### src/rtl/vga_pkg.sv
// ----------------------------------------------------------------------------
// vga_pkg
// Shared definitions for the 2048 board display path: pixel region codes,
// default board geometry and screen/frame colours. The per-tile renderer
// takes its tile size from TILE_SIZE here so both sides agree.
// ----------------------------------------------------------------------------
package vga_pkg;

    typedef enum logic [1:0] {
        REG_BLANK = 2'd0,
        REG_OUT   = 2'd1,
        REG_FRAME = 2'd2,
        REG_TILE  = 2'd3
    } region_t;

    localparam int unsigned VGA_H_ACTIVE = 1024;
    localparam int unsigned VGA_V_ACTIVE = 768;
    localparam int unsigned BOARD_ORG_X  = 186;
    localparam int unsigned BOARD_ORG_Y  = 58;
    localparam int unsigned TILE_SIZE    = 148;
    localparam int unsigned TILE_GAP     = 12;
    localparam int unsigned BOARD_SIDE   = 4 * TILE_SIZE + 5 * TILE_GAP;
    localparam int unsigned RENDER_LAT   = 2;

    localparam logic [11:0] BG_COLOR_DEF    = 12'hFFE;
    localparam logic [11:0] FRAME_COLOR_DEF = 12'hBAA;

    // Tile (row, col) lives at board[4*(4*row+col) +: 4].
    function automatic logic [3:0] board_nibble(input logic [63:0] b,
                                                input logic [1:0]  row,
                                                input logic [1:0]  col);
        return b[{row, col, 2'b00} +: 4];
    endfunction

endpackage

### src/rtl/board_axis_decode.sv
// ----------------------------------------------------------------------------
// board_axis_decode
// Decodes one axis of the board from an offset relative to the board's outer
// edge. Uses a compare chain against the constant tile start positions, so no
// divider is needed.
//   i_offset   in  12  position minus board origin (wraps for pixels before it)
//   o_in_board out  1  offset lies within the board side (frame included)
//   o_in_tile  out  1  offset lies inside one tile span
//   o_index    out  2  tile index along this axis (valid with o_in_tile)
//   o_local    out 12  tile-local coordinate 0..TILE-1 (0 when not in a tile)
// ----------------------------------------------------------------------------
module board_axis_decode #(
    parameter int unsigned TILE = 148,
    parameter int unsigned GAP  = 12
) (
    input  logic [11:0] i_offset,
    output logic        o_in_board,
    output logic        o_in_tile,
    output logic [1:0]  o_index,
    output logic [11:0] o_local
);

    localparam int unsigned PITCH = TILE + GAP;
    localparam int unsigned SIDE  = 4 * TILE + 5 * GAP;

    always_comb begin
        o_in_board = (i_offset < 12'(SIDE));
        o_in_tile  = 1'b0;
        o_index    = '0;
        o_local    = '0;
        for (int unsigned c = 0; c < 4; c++) begin
            if ((i_offset >= 12'(c * PITCH + GAP)) &&
                (i_offset <  12'(c * PITCH + GAP + TILE))) begin
                o_in_tile = 1'b1;
                o_index   = 2'(c);
                o_local   = i_offset - 12'(c * PITCH + GAP);
            end
        end
    end

endmodule

### src/rtl/board_vga_scanner.sv
// ----------------------------------------------------------------------------
// board_vga_scanner
// Maps the global raster position onto the 4x4 board, feeds the per-tile
// renderer and composites its pixel with frame/background colours.
//   clk          in   1  pixel clock
//   rst          in   1  asynchronous active-low reset
//   h_cnt/v_cnt  in  12  global raster position
//   board        in  64  board from game logic, nibble per tile
//   board_update in   1  strobe: capture board
//   tile_state   out  4  tile exponent to renderer
//   tile_h_cnt   out 12  tile-local column
//   tile_v_cnt   out 12  tile-local line
//   tile_en      out  1  pixel lies inside a tile
//   tile_pixel   in  12  renderer output, DS_LAT cycles after tile_*
//   vga_data     out 12  final RGB444, DS_LAT+2 cycles after h_cnt/v_cnt
// ----------------------------------------------------------------------------
module board_vga_scanner
    import vga_pkg::*;
#(
    parameter int unsigned H_ACTIVE    = VGA_H_ACTIVE,
    parameter int unsigned V_ACTIVE    = VGA_V_ACTIVE,
    parameter int unsigned ORIGIN_X    = BOARD_ORG_X,
    parameter int unsigned ORIGIN_Y    = BOARD_ORG_Y,
    parameter int unsigned TILE        = TILE_SIZE,
    parameter int unsigned GAP         = TILE_GAP,
    parameter int unsigned DS_LAT      = RENDER_LAT,
    parameter logic [11:0] BG_COLOR    = BG_COLOR_DEF,
    parameter logic [11:0] FRAME_COLOR = FRAME_COLOR_DEF
) (
    input  logic        clk,
    input  logic        rst,
    input  logic [11:0] h_cnt,
    input  logic [11:0] v_cnt,
    input  logic [63:0] board,
    input  logic        board_update,
    output logic [3:0]  tile_state,
    output logic [11:0] tile_h_cnt,
    output logic [11:0] tile_v_cnt,
    output logic        tile_en,
    input  logic [11:0] tile_pixel,
    output logic [11:0] vga_data
);

    logic [63:0] r_pending;
    logic [63:0] r_shadow;
    logic [3:0]  r_tile_state;
    logic [11:0] r_tile_h_cnt;
    logic [11:0] r_tile_v_cnt;
    logic        r_tile_en;
    logic [11:0] r_vga_data;
    region_t     r_region_dl [DS_LAT+1];

    logic [11:0] w_dx, w_dy;
    logic        w_x_in_board, w_x_in_tile, w_y_in_board, w_y_in_tile;
    logic [1:0]  w_col, w_row;
    logic [11:0] w_x_local, w_y_local;
    logic        w_frame_tick;
    region_t     w_region;

    assign w_dx         = h_cnt - 12'(ORIGIN_X);
    assign w_dy         = v_cnt - 12'(ORIGIN_Y);
    assign w_frame_tick = (h_cnt == '0) && (v_cnt == 12'(V_ACTIVE));

    board_axis_decode #(.TILE(TILE), .GAP(GAP)) u_x_decode (
        .i_offset   (w_dx),
        .o_in_board (w_x_in_board),
        .o_in_tile  (w_x_in_tile),
        .o_index    (w_col),
        .o_local    (w_x_local)
    );

    board_axis_decode #(.TILE(TILE), .GAP(GAP)) u_y_decode (
        .i_offset   (w_dy),
        .o_in_board (w_y_in_board),
        .o_in_tile  (w_y_in_tile),
        .o_index    (w_row),
        .o_local    (w_y_local)
    );

    always_comb begin
        w_region = REG_FRAME;
        if ((h_cnt >= 12'(H_ACTIVE)) || (v_cnt >= 12'(V_ACTIVE)))
            w_region = REG_BLANK;
        else if (!(w_x_in_board && w_y_in_board))
            w_region = REG_OUT;
        else if (w_x_in_tile && w_y_in_tile)
            w_region = REG_TILE;
    end

    // Double buffer: display only ever reads r_shadow, which changes at the
    // first blanking line. An update landing on that same pixel bypasses
    // r_pending so it is not lost for a whole frame.
    always_ff @(posedge clk or negedge rst) begin
        if (!rst) begin
            r_pending <= '0;
            r_shadow  <= '0;
        end else begin
            if (board_update)
                r_pending <= board;
            if (w_frame_tick)
                r_shadow <= board_update ? board : r_pending;
        end
    end

    always_ff @(posedge clk or negedge rst) begin
        if (!rst) begin
            r_tile_en    <= 1'b0;
            r_tile_state <= '0;
            r_tile_h_cnt <= '0;
            r_tile_v_cnt <= '0;
        end else if (w_region == REG_TILE) begin
            r_tile_en    <= 1'b1;
            r_tile_state <= board_nibble(r_shadow, w_row, w_col);
            r_tile_h_cnt <= w_x_local;
            r_tile_v_cnt <= w_y_local;
        end else begin
            r_tile_en    <= 1'b0;
            r_tile_state <= '0;
            r_tile_h_cnt <= '0;
            r_tile_v_cnt <= '0;
        end
    end

    // Entry 0 is aligned with tile_*; entry DS_LAT lines up with tile_pixel.
    always_ff @(posedge clk or negedge rst) begin
        if (!rst) begin
            for (int unsigned i = 0; i <= DS_LAT; i++)
                r_region_dl[i] <= REG_BLANK;
        end else begin
            r_region_dl[0] <= w_region;
            for (int unsigned i = 1; i <= DS_LAT; i++)
                r_region_dl[i] <= r_region_dl[i-1];
        end
    end

    always_ff @(posedge clk or negedge rst) begin
        if (!rst) begin
            r_vga_data <= '0;
        end else begin
            case (r_region_dl[DS_LAT])
                REG_OUT:   r_vga_data <= BG_COLOR;
                REG_FRAME: r_vga_data <= FRAME_COLOR;
                REG_TILE:  r_vga_data <= tile_pixel;
                default:   r_vga_data <= '0;
            endcase
        end
    end

    assign tile_en    = r_tile_en;
    assign tile_state = r_tile_state;
    assign tile_h_cnt = r_tile_h_cnt;
    assign tile_v_cnt = r_tile_v_cnt;
    assign vga_data   = r_vga_data;

endmodule
### config.mk
export PLATFORM = sky130hd
export DESIGN_NAME = board_vga_scanner
export DESIGN_NICKNAME = d
export VERILOG_FILES = /design/src/rtl/vga_pkg.sv /design/src/rtl/board_axis_decode.sv /design/src/rtl/board_vga_scanner.sv
export SDC_FILE = /design/constraint.sdc
export NUM_CORES = 1
export LEC_CHECK = 0
export CORE_AREA = 4 4 153 155
export CTS_CLUSTER_DIAMETER = 120
export DETAILED_ROUTE_END_ITERATION = 16
export DIE_AREA = 0 0 157 159
export HOLD_SLACK_MARGIN = 0.08
export PLACE_DENSITY = 0.72
export SLEW_MARGIN = 0
export SYNTH_ARGS = -nofsm -noshare
export SYNTH_HDL_FRONTEND = slang
export SYNTH_SLANG_ARGS = --single-unit
export TNS_END_PERCENT = 100
### constraint.sdc
create_clock -name clk -period 2.3 [get_ports clk]
set_clock_uncertainty 0.1 [all_clocks]
set_input_delay 0.345 -clock clk [delete_from_list [all_inputs] [get_ports clk]]
set_output_delay 0.345 -clock clk [all_outputs]
set_load 0.05 [all_outputs]
==> metrics.cfg, run 1 <==
[outcome]
status=finished with violations
failed_checks=setup timing

[floorplanning]
cell_row_count=54
design.portCount=144
initial_core_util=0.397
core_mm2=0.0218
die-height_um=159
die_width_um=157
design.die.area_mm2=0.0250

[timing]
setup_ws_ns=-0.389
period_share=1.17
timing.max_slew.rel_slack=0.614
setup_viol=26
unrepaired_setup_endpoints_after_global_routing=true
report.final.hold_viol_count=0
final-max-slew-violation-count=0
worst_pin_slew_ns=0.579
fin_crit_ns=2.69
max_freq_mhz=372
hold-worst-slack_ns=0.136

[grt]
grt_max_degree=65
grt_overflow=0
grt.total_usage=0.193
global_route_wire_length_before_repair_um=38700
antenna_violations_before_repair=0
grt_pass1_vias=7448

[layout]
nNetsFinal=1155
syn2layout_area_growth_pct=50.0
drive_above_1_share=0.445
layout.core_utilization=0.595
diodes=0
most-common-layout-cells=sky130_fd_sc_hd__dfrtp_1 (175), sky130_fd_sc_hd__buf_4 (168), sky130_fd_sc_hd__mux2_2 (133), sky130_fd_sc_hd__clkdlybuf4s50_1 (122), sky130_fd_sc_hd__nor2_1 (31)
fin_area_mm2=0.0130
most_common_library_cell_in_the_layout_ignoring_fill_and_taps=sky130_fd_sc_hd__dfrtp_1

[detailed_routing]
routed_wire_length_per_instance_um=17.8
vias_per_cell=5.27
drt_pass1_iterations=4
drtAntennaViolNets=0
drc_violation_count_after_routing=0
dr.first_iter.drc_count=454
total_routed_length_um=23900
vias=7065

[worst_setup_path]
path_class=in2reg
setup.worst_path.end_class=flip-flop
worst_r2r_startpoint=r_shadow[62]
cp-start-kind=primary input
cp_data_arrival_time_ns=2.91
worstPathRequired_ns=2.53
crit_fanout=4
startpoint=v_cnt[6]

[clocking]
clock_tree_from_tritoncts=yes
clock_tree_root_driver_cell=sky130_fd_sc_hd__clkbuf_16
cts.htree.levels=4
clock_slew_seen_by_the_registers_of_the_worst_setup_and_hold_paths_ns=0.07
clkLatencyLatePin_ns=0.43
clock_sink_count=175
clock_path_buffers=2
tritoncts.num_buffers=17

[synthesis]
ys.flop_type=sky130_fd_sc_hd__dfrtp_1
share_of_async_settable_or_async_resettable_flops_after_synthesis=1.00
synth.distinct_cells=76
synth-seq-area-share=0.506
yosysWarnings=0
synthesized_netlist_cell_count=732
mean_instance_size_in_the_synthesized_netlist_um2=11.8
ys_seq_elements=175
netlist_area_mm2=0.00866
synth_enable_flop_cells=0

[placed_design]
placement.cell_area_mm2=0.0117
post-dp-hpwl_um=17000
place.gp.congestion=0.880
io_buffers=143
place_worst_setup_slack_ns=-1.33

[power]
power_w=0.00737
worst_vdd_rail_ir_drop_uv=605
p_per_area_mw_per_mm2=568
cellLeakagePower_nw=5.76

[min_path]
hp-start=h_cnt[1]
worstHoldPathType=in2reg

[flow_run]
cap_violations=0

registers in the layout, summed over array words and instances (netlist names):
signal       count
r_pending       64
r_region_dl      6
r_shadow        64
tile_en          1
tile_h_cnt      12
tile_state       4
tile_v_cnt      12
vga_data        12
worst max-delay path, stage by stage:
cell	delay (ns)
sky130_fd_sc_hd__buf_6	0.09
sky130_fd_sc_hd__or4_4	0.54
sky130_fd_sc_hd__or4b_4	0.53
sky130_fd_sc_hd__a31oi_4	0.18
sky130_fd_sc_hd__buf_6	0.12
sky130_fd_sc_hd__o21ai_4	0.06
sky130_fd_sc_hd__nor4_4	0.37
sky130_fd_sc_hd__o221ai_4	0.24
sky130_fd_sc_hd__clkinv_4	0.10
sky130_fd_sc_hd__nand2_4	0.06
sky130_fd_sc_hd__o41ai_2	0.27
cell usage after synthesis, drive strengths merged (14+ instances only):
cell    number  share of area
dfrtp      175           0.51
mux2       136           0.18
nor2        41          0.018
o21ai       30          0.018
nand2       27          0.012
a21oi       24          0.014
clkbuf      23          0.010
buf         21          0.013
o21a        17          0.015
a221oi      16          0.016
inv         16         0.0069
mux2i       15          0.017
nor3        14         0.0081
report_power, final:
part	switching (W)	internal (W)
Combinational	0.000699	0.000750
Clock	0.00127	0.00143
Sequential	0.0000297	0.00320
cell type report:
| cell class | instances | area, um^2 |
|---|---|---|
| fill | 1723 | 8840 |
| multi-input combinational | 499 | 4580 |
| sequential | 175 | 4380 |
| timing repair buffer | 338 | 3060 |
| clock buffer | 23 | 458 |
| tap | 280 | 350 |
| inverter | 17 | 78.8 |
| clock inverter | 9 | 75.1 |
final timing paths:
path,end,slack [ns],cells after the start
setup / recovery,tile_state[3],-0.39,11
hold / removal,tile_h_cnt[1],0.14,3
setup reg to reg,tile_state[2],0.91,3
hold reg to reg,r_region_dl[0],0.25,0
max in group asynchronous,r_pending[32],1.05,3
min in group asynchronous,tile_v_cnt[2],0.36,2
metrics by stage:
step | TNS, ns | std cells
2_1_floorplan | -14.26 | 735
3_3_place_gp | -59.64 | 1277
3_5_place_dp | -61.40 | 1277
4_1_cts | -6.62 | 1338
5_1_grt | -9.83 | 1341
6_report | -7.45 | 1341
metal layers:
layer  vias up  wire length, um  GRT usage
met5         -                0          0
met4         0              361     0.0481
li1       3365                -          -
met1      3542            10300      0.252
met2       137            12300      0.333
met3        21             1020     0.0340
cells by family after synthesis:
kind of cell,count (synthesis),share of synthesized area
compound gates,170,0.151
xor+xnor,18,0.0182
fa+ha+maj,5,0.00694
buf+inv,61,0.0312
flops,175,0.506
mux,151,0.194
other cells,1,0.000433
simple gates,151,0.0918
timing repair:
| item | CTS | global route |
|---|---|---|
| pin swaps | 51 | 20 |
| gates cloned | 0 | 0 |
| hold buffers | 1 | 0 |
| endpoints found under the setup margin | 91 | 27 |
| resized for setup | 151 | 27 |
| buffers inserted | 28 | 4 |
| hold endpoints to repair | 53 | 0 |
Note: power is estimated with default switching activity, not from simulation.
==> run 2: changes to the inputs <==
==> constraint.sdc (replaced) <==
create_clock -name clk -period 2.3 [get_ports clk]
set_clock_uncertainty 0.1 [all_clocks]
set_input_delay 0.46 -clock clk [delete_from_list [all_inputs] [get_ports clk]]
set_output_delay 0.46 -clock clk [all_outputs]
set_load 0.05 [all_outputs]
==> run 2 against run 1 <==
The run still ends with setup timing left. Combinational power is 5% higher. Maximum frequency shrank 4.0%. First-iteration DRC count grew 12%. Final area up 2.4%. Die area is the same. Global-route usage up 0.44 points. Via count is 2.0% higher. Cell count about the same. Setup slack lost 0.11 ns.
==> metrics.cfg, run 2 (same netlist as run 1, synthesis figures left out) <==
[clocking]
clock_tree_from_tritoncts=yes  ; unchanged
clkLatencyLatePin_ns=0.43  ; about the same
clock_path_buffers=2  ; unchanged
clock_tree_root_driver_cell=sky130_fd_sc_hd__clkbuf_16  ; unchanged
cts.htree.levels=4  ; unchanged
tritoncts.num_buffers=17  ; unchanged
clock_slew_seen_by_the_registers_of_the_worst_setup_and_hold_paths_ns=0.08  ; was 0.07 ns
clock_sink_count=175  ; unchanged

[worst_setup_path]
critical-path-slowest-cell=sky130_fd_sc_hd__o32a_1  ; was sky130_fd_sc_hd__or4_4
setup.worst_path.end_class=flip-flop  ; unchanged
cp-start-kind=primary input  ; unchanged
crit_fanout=7  ; was 4
r2r_slack_ns=0.96  ; was 0.91 ns
worstPathRequired_ns=2.51  ; was 2.53 ns
worst_path_largest_cell_delay_ns=0.40  ; was 0.54 ns
worst_r2r_path_depth=4  ; was 3
worst_r2r_startpoint=r_shadow[42]  ; was r_shadow[62]
startpoint=v_cnt[2]  ; was v_cnt[6]
worstPathCellList=buf_8 > inv_6 > ha_4 > and4b_2 > o21a_1 > or2_4 > o32a_1 > o22ai_4 > buf_12 > mux2_4 > o2111ai_4 > o41ai_2  ; was buf_6 > or4_4 > or4b_4 > a31oi_4 > buf_6 > o21ai_4 > nor4_4 > o221ai_4 > clkinv_4 > nand2_4 > o41ai_2
worst_setup_path_endpoint=tile_state[3]  ; unchanged
path_class=in2reg  ; unchanged
rr_endpoint=tile_state[2]  ; unchanged
cp_data_arrival_time_ns=3.01  ; was 2.91 ns

[grt]
antenna_violations_before_repair=0  ; unchanged
grt_max_degree=65  ; unchanged
grt_pass1_vias=7579  ; was 7448
global_route_wire_length_before_repair_um=39700  ; was 38700 um
grt.total_usage=0.197  ; was 0.193
grt_overflow=0  ; unchanged

[power]
cellLeakagePower_nw=5.86  ; was 5.76 nW
p_per_area_mw_per_mm2=594  ; was 568 mW/mm^2
worst_vdd_rail_ir_drop_uv=573  ; was 605 uV

[layout]
finalNonFillerCells=1342  ; was 1341
drive_above_1_share=0.473  ; was 0.445
most-common-layout-cells=sky130_fd_sc_hd__dfrtp_1 (175), sky130_fd_sc_hd__buf_4 (164), sky130_fd_sc_hd__mux2_2 (132), sky130_fd_sc_hd__clkdlybuf4s50_1 (121), sky130_fd_sc_hd__nor2_1 (31)  ; was sky130_fd_sc_hd__dfrtp_1 (175), sky130_fd_sc_hd__buf_4 (168), sky130_fd_sc_hd__mux2_2 (133), sky130_fd_sc_hd__clkdlybuf4s50_1 (122), sky130_fd_sc_hd__nor2_1 (31)
layout_top_registers=r_pending x64, r_shadow x64  ; unchanged
syn2layout_area_growth_pct=53.6  ; was 50.0%
most_common_library_cell_in_the_layout_ignoring_fill_and_taps=sky130_fd_sc_hd__dfrtp_1  ; unchanged
diodes=0  ; unchanged
nNetsFinal=1156  ; was 1155

[detailed_routing]
drc_violation_count_after_routing=0  ; unchanged
drtAntennaViolNets=0  ; unchanged
routed_wire_length_per_instance_um=18.5  ; was 17.8 um
drt_pass1_iterations=5  ; was 4
dr.first_iter.drc_count=507  ; was 454
total_routed_length_um=24800  ; was 23900 um
vias=7208  ; was 7065
vias_per_cell=5.37  ; was 5.27

[outcome]
failed_checks=setup timing  ; unchanged
status=finished with violations  ; unchanged

[placed_design]
io_buffers=143  ; unchanged
numPlacedInstances=1271  ; was 1277
place.gp.congestion=0.855  ; was 0.880
place_worst_setup_slack_ns=-1.45  ; was -1.33 ns
post-dp-hpwl_um=17200  ; was 17000 um

[floorplanning]
cell_row_count=54  ; unchanged
initial_core_util=0.397  ; unchanged
core_mm2=0.0218  ; unchanged
die-height_um=159  ; unchanged
design.portCount=144  ; unchanged
design.die.area_mm2=0.0250  ; unchanged
die_width_um=157  ; unchanged

[timing]
report.final.hold_viol_count=0  ; unchanged
fin_crit_ns=2.80  ; was 2.69 ns
worst_pin_slew_ns=0.546  ; was 0.579 ns
final-max-slew-violation-count=0  ; unchanged
period_share=1.22  ; was 1.17
setup_viol=26  ; unchanged
timing.max_slew.rel_slack=0.635  ; was 0.614
setup_ws_ns=-0.501  ; was -0.389 ns
max_freq_mhz=357  ; was 372 MHz
unrepaired_setup_endpoints_after_global_routing=true  ; unchanged
hold-worst-slack_ns=0.233  ; was 0.136 ns

[min_path]
worstHoldPathType=in2reg  ; unchanged

[flow_run]
cap_violations=0  ; unchanged

run 2: repair_timing:
action / in CTS / in global routing
gates cloned: 2 / 0
resized for setup: 161 / 61
hold endpoints to repair: 41 / 0
pin swaps: 52 / 41
endpoints found under the setup margin: 91 / 91
hold buffers: 1 / 0
buffers inserted: 22 / 16
run 2: final cells by class:
class | instances | area, um^2
flip-flops and latches | 175 | 4380
clock inverters | 14 | 195
multi-input cells | 499 | 4770
inverters | 17 | 81.3
clock buffers | 18 | 439
repair buffers | 339 | 3080
fillers | 1675 | 8530
well taps | 280 | 350
run 2: worst min-delay path by stage:
stage / cells after the start / startpoint / slack (ns) / to
detailed placement: 0 / r_region_dl[5] / 0.24 / r_region_dl[3]
CTS: 3 / h_cnt[1] / 0.25 / tile_h_cnt[1]
finish: 3 / v_cnt[1] / 0.23 / tile_v_cnt[1]
global route: 3 / v_cnt[1] / 0.24 / tile_v_cnt[1]
global placement: 0 / r_region_dl[5] / 0.23 / r_region_dl[3]
floorplan: 0 / rst / 0.06 / r_pending[0]
run 2: power breakdown:
part           switching, W  internal, W  total [W]
combinational      0.000739     0.000780    0.00152
clock               0.00136      0.00179    0.00315
sequential        0.0000299      0.00320    0.00323
total               0.00213      0.00576    0.00789
run 2: through the flow:
stage / util / instance area (um^2) / setup TNS, ns / total power [W]
4_1_cts: 0.595 / 13000 / -9.60 / 0.00788
5_1_grt: 0.609 / 13300 / -11.98 / 0.00820
6_report: 0.609 / 13300 / -9.38 / 0.00789
3_3_place_gp: 0.535 / 11700 / -69.21 / 0.00455
3_5_place_dp: 0.535 / 11700 / -71.67 / 0.00457
2_1_floorplan: - / 8890 / -17.37 / 0.00391
run 2: critical path: cells and delay by family:
family                   cells  cell delay [ns]
multiplexers                 1             0.32
adder cells (fa/ha/maj)      1             0.17
AO/OA/AOI/OAI                5             1.14
buffers and inverters        3             0.33
AND/OR/NAND/NOR              2             0.55
run 2: layer usage:
layer,global-route usage,routed length (um),part of all wire,up-vias
met5,0,0,0,-
met4,0.0576,433,0.017,0
met3,0.0334,980,0.040,30
met2,0.334,12700,0.51,186
met1,0.260,10700,0.43,3619
li1,-,-,-,3373
==> run 3: changes to the inputs <==
--- a/config.mk
+++ b/config.mk
@@ -11,7 +11,7 @@
 export DIE_AREA = 0 0 157 159
 export HOLD_SLACK_MARGIN = 0.08
 export PLACE_DENSITY = 0.72
-export SLEW_MARGIN = 0
+export SLEW_MARGIN = 20
 export SYNTH_ARGS = -nofsm -noshare
 export SYNTH_HDL_FRONTEND = slang
 export SYNTH_SLANG_ARGS = --single-unit
==> results of run 3 <==
Final layout, timing and power as in run 2 (identical DEF).
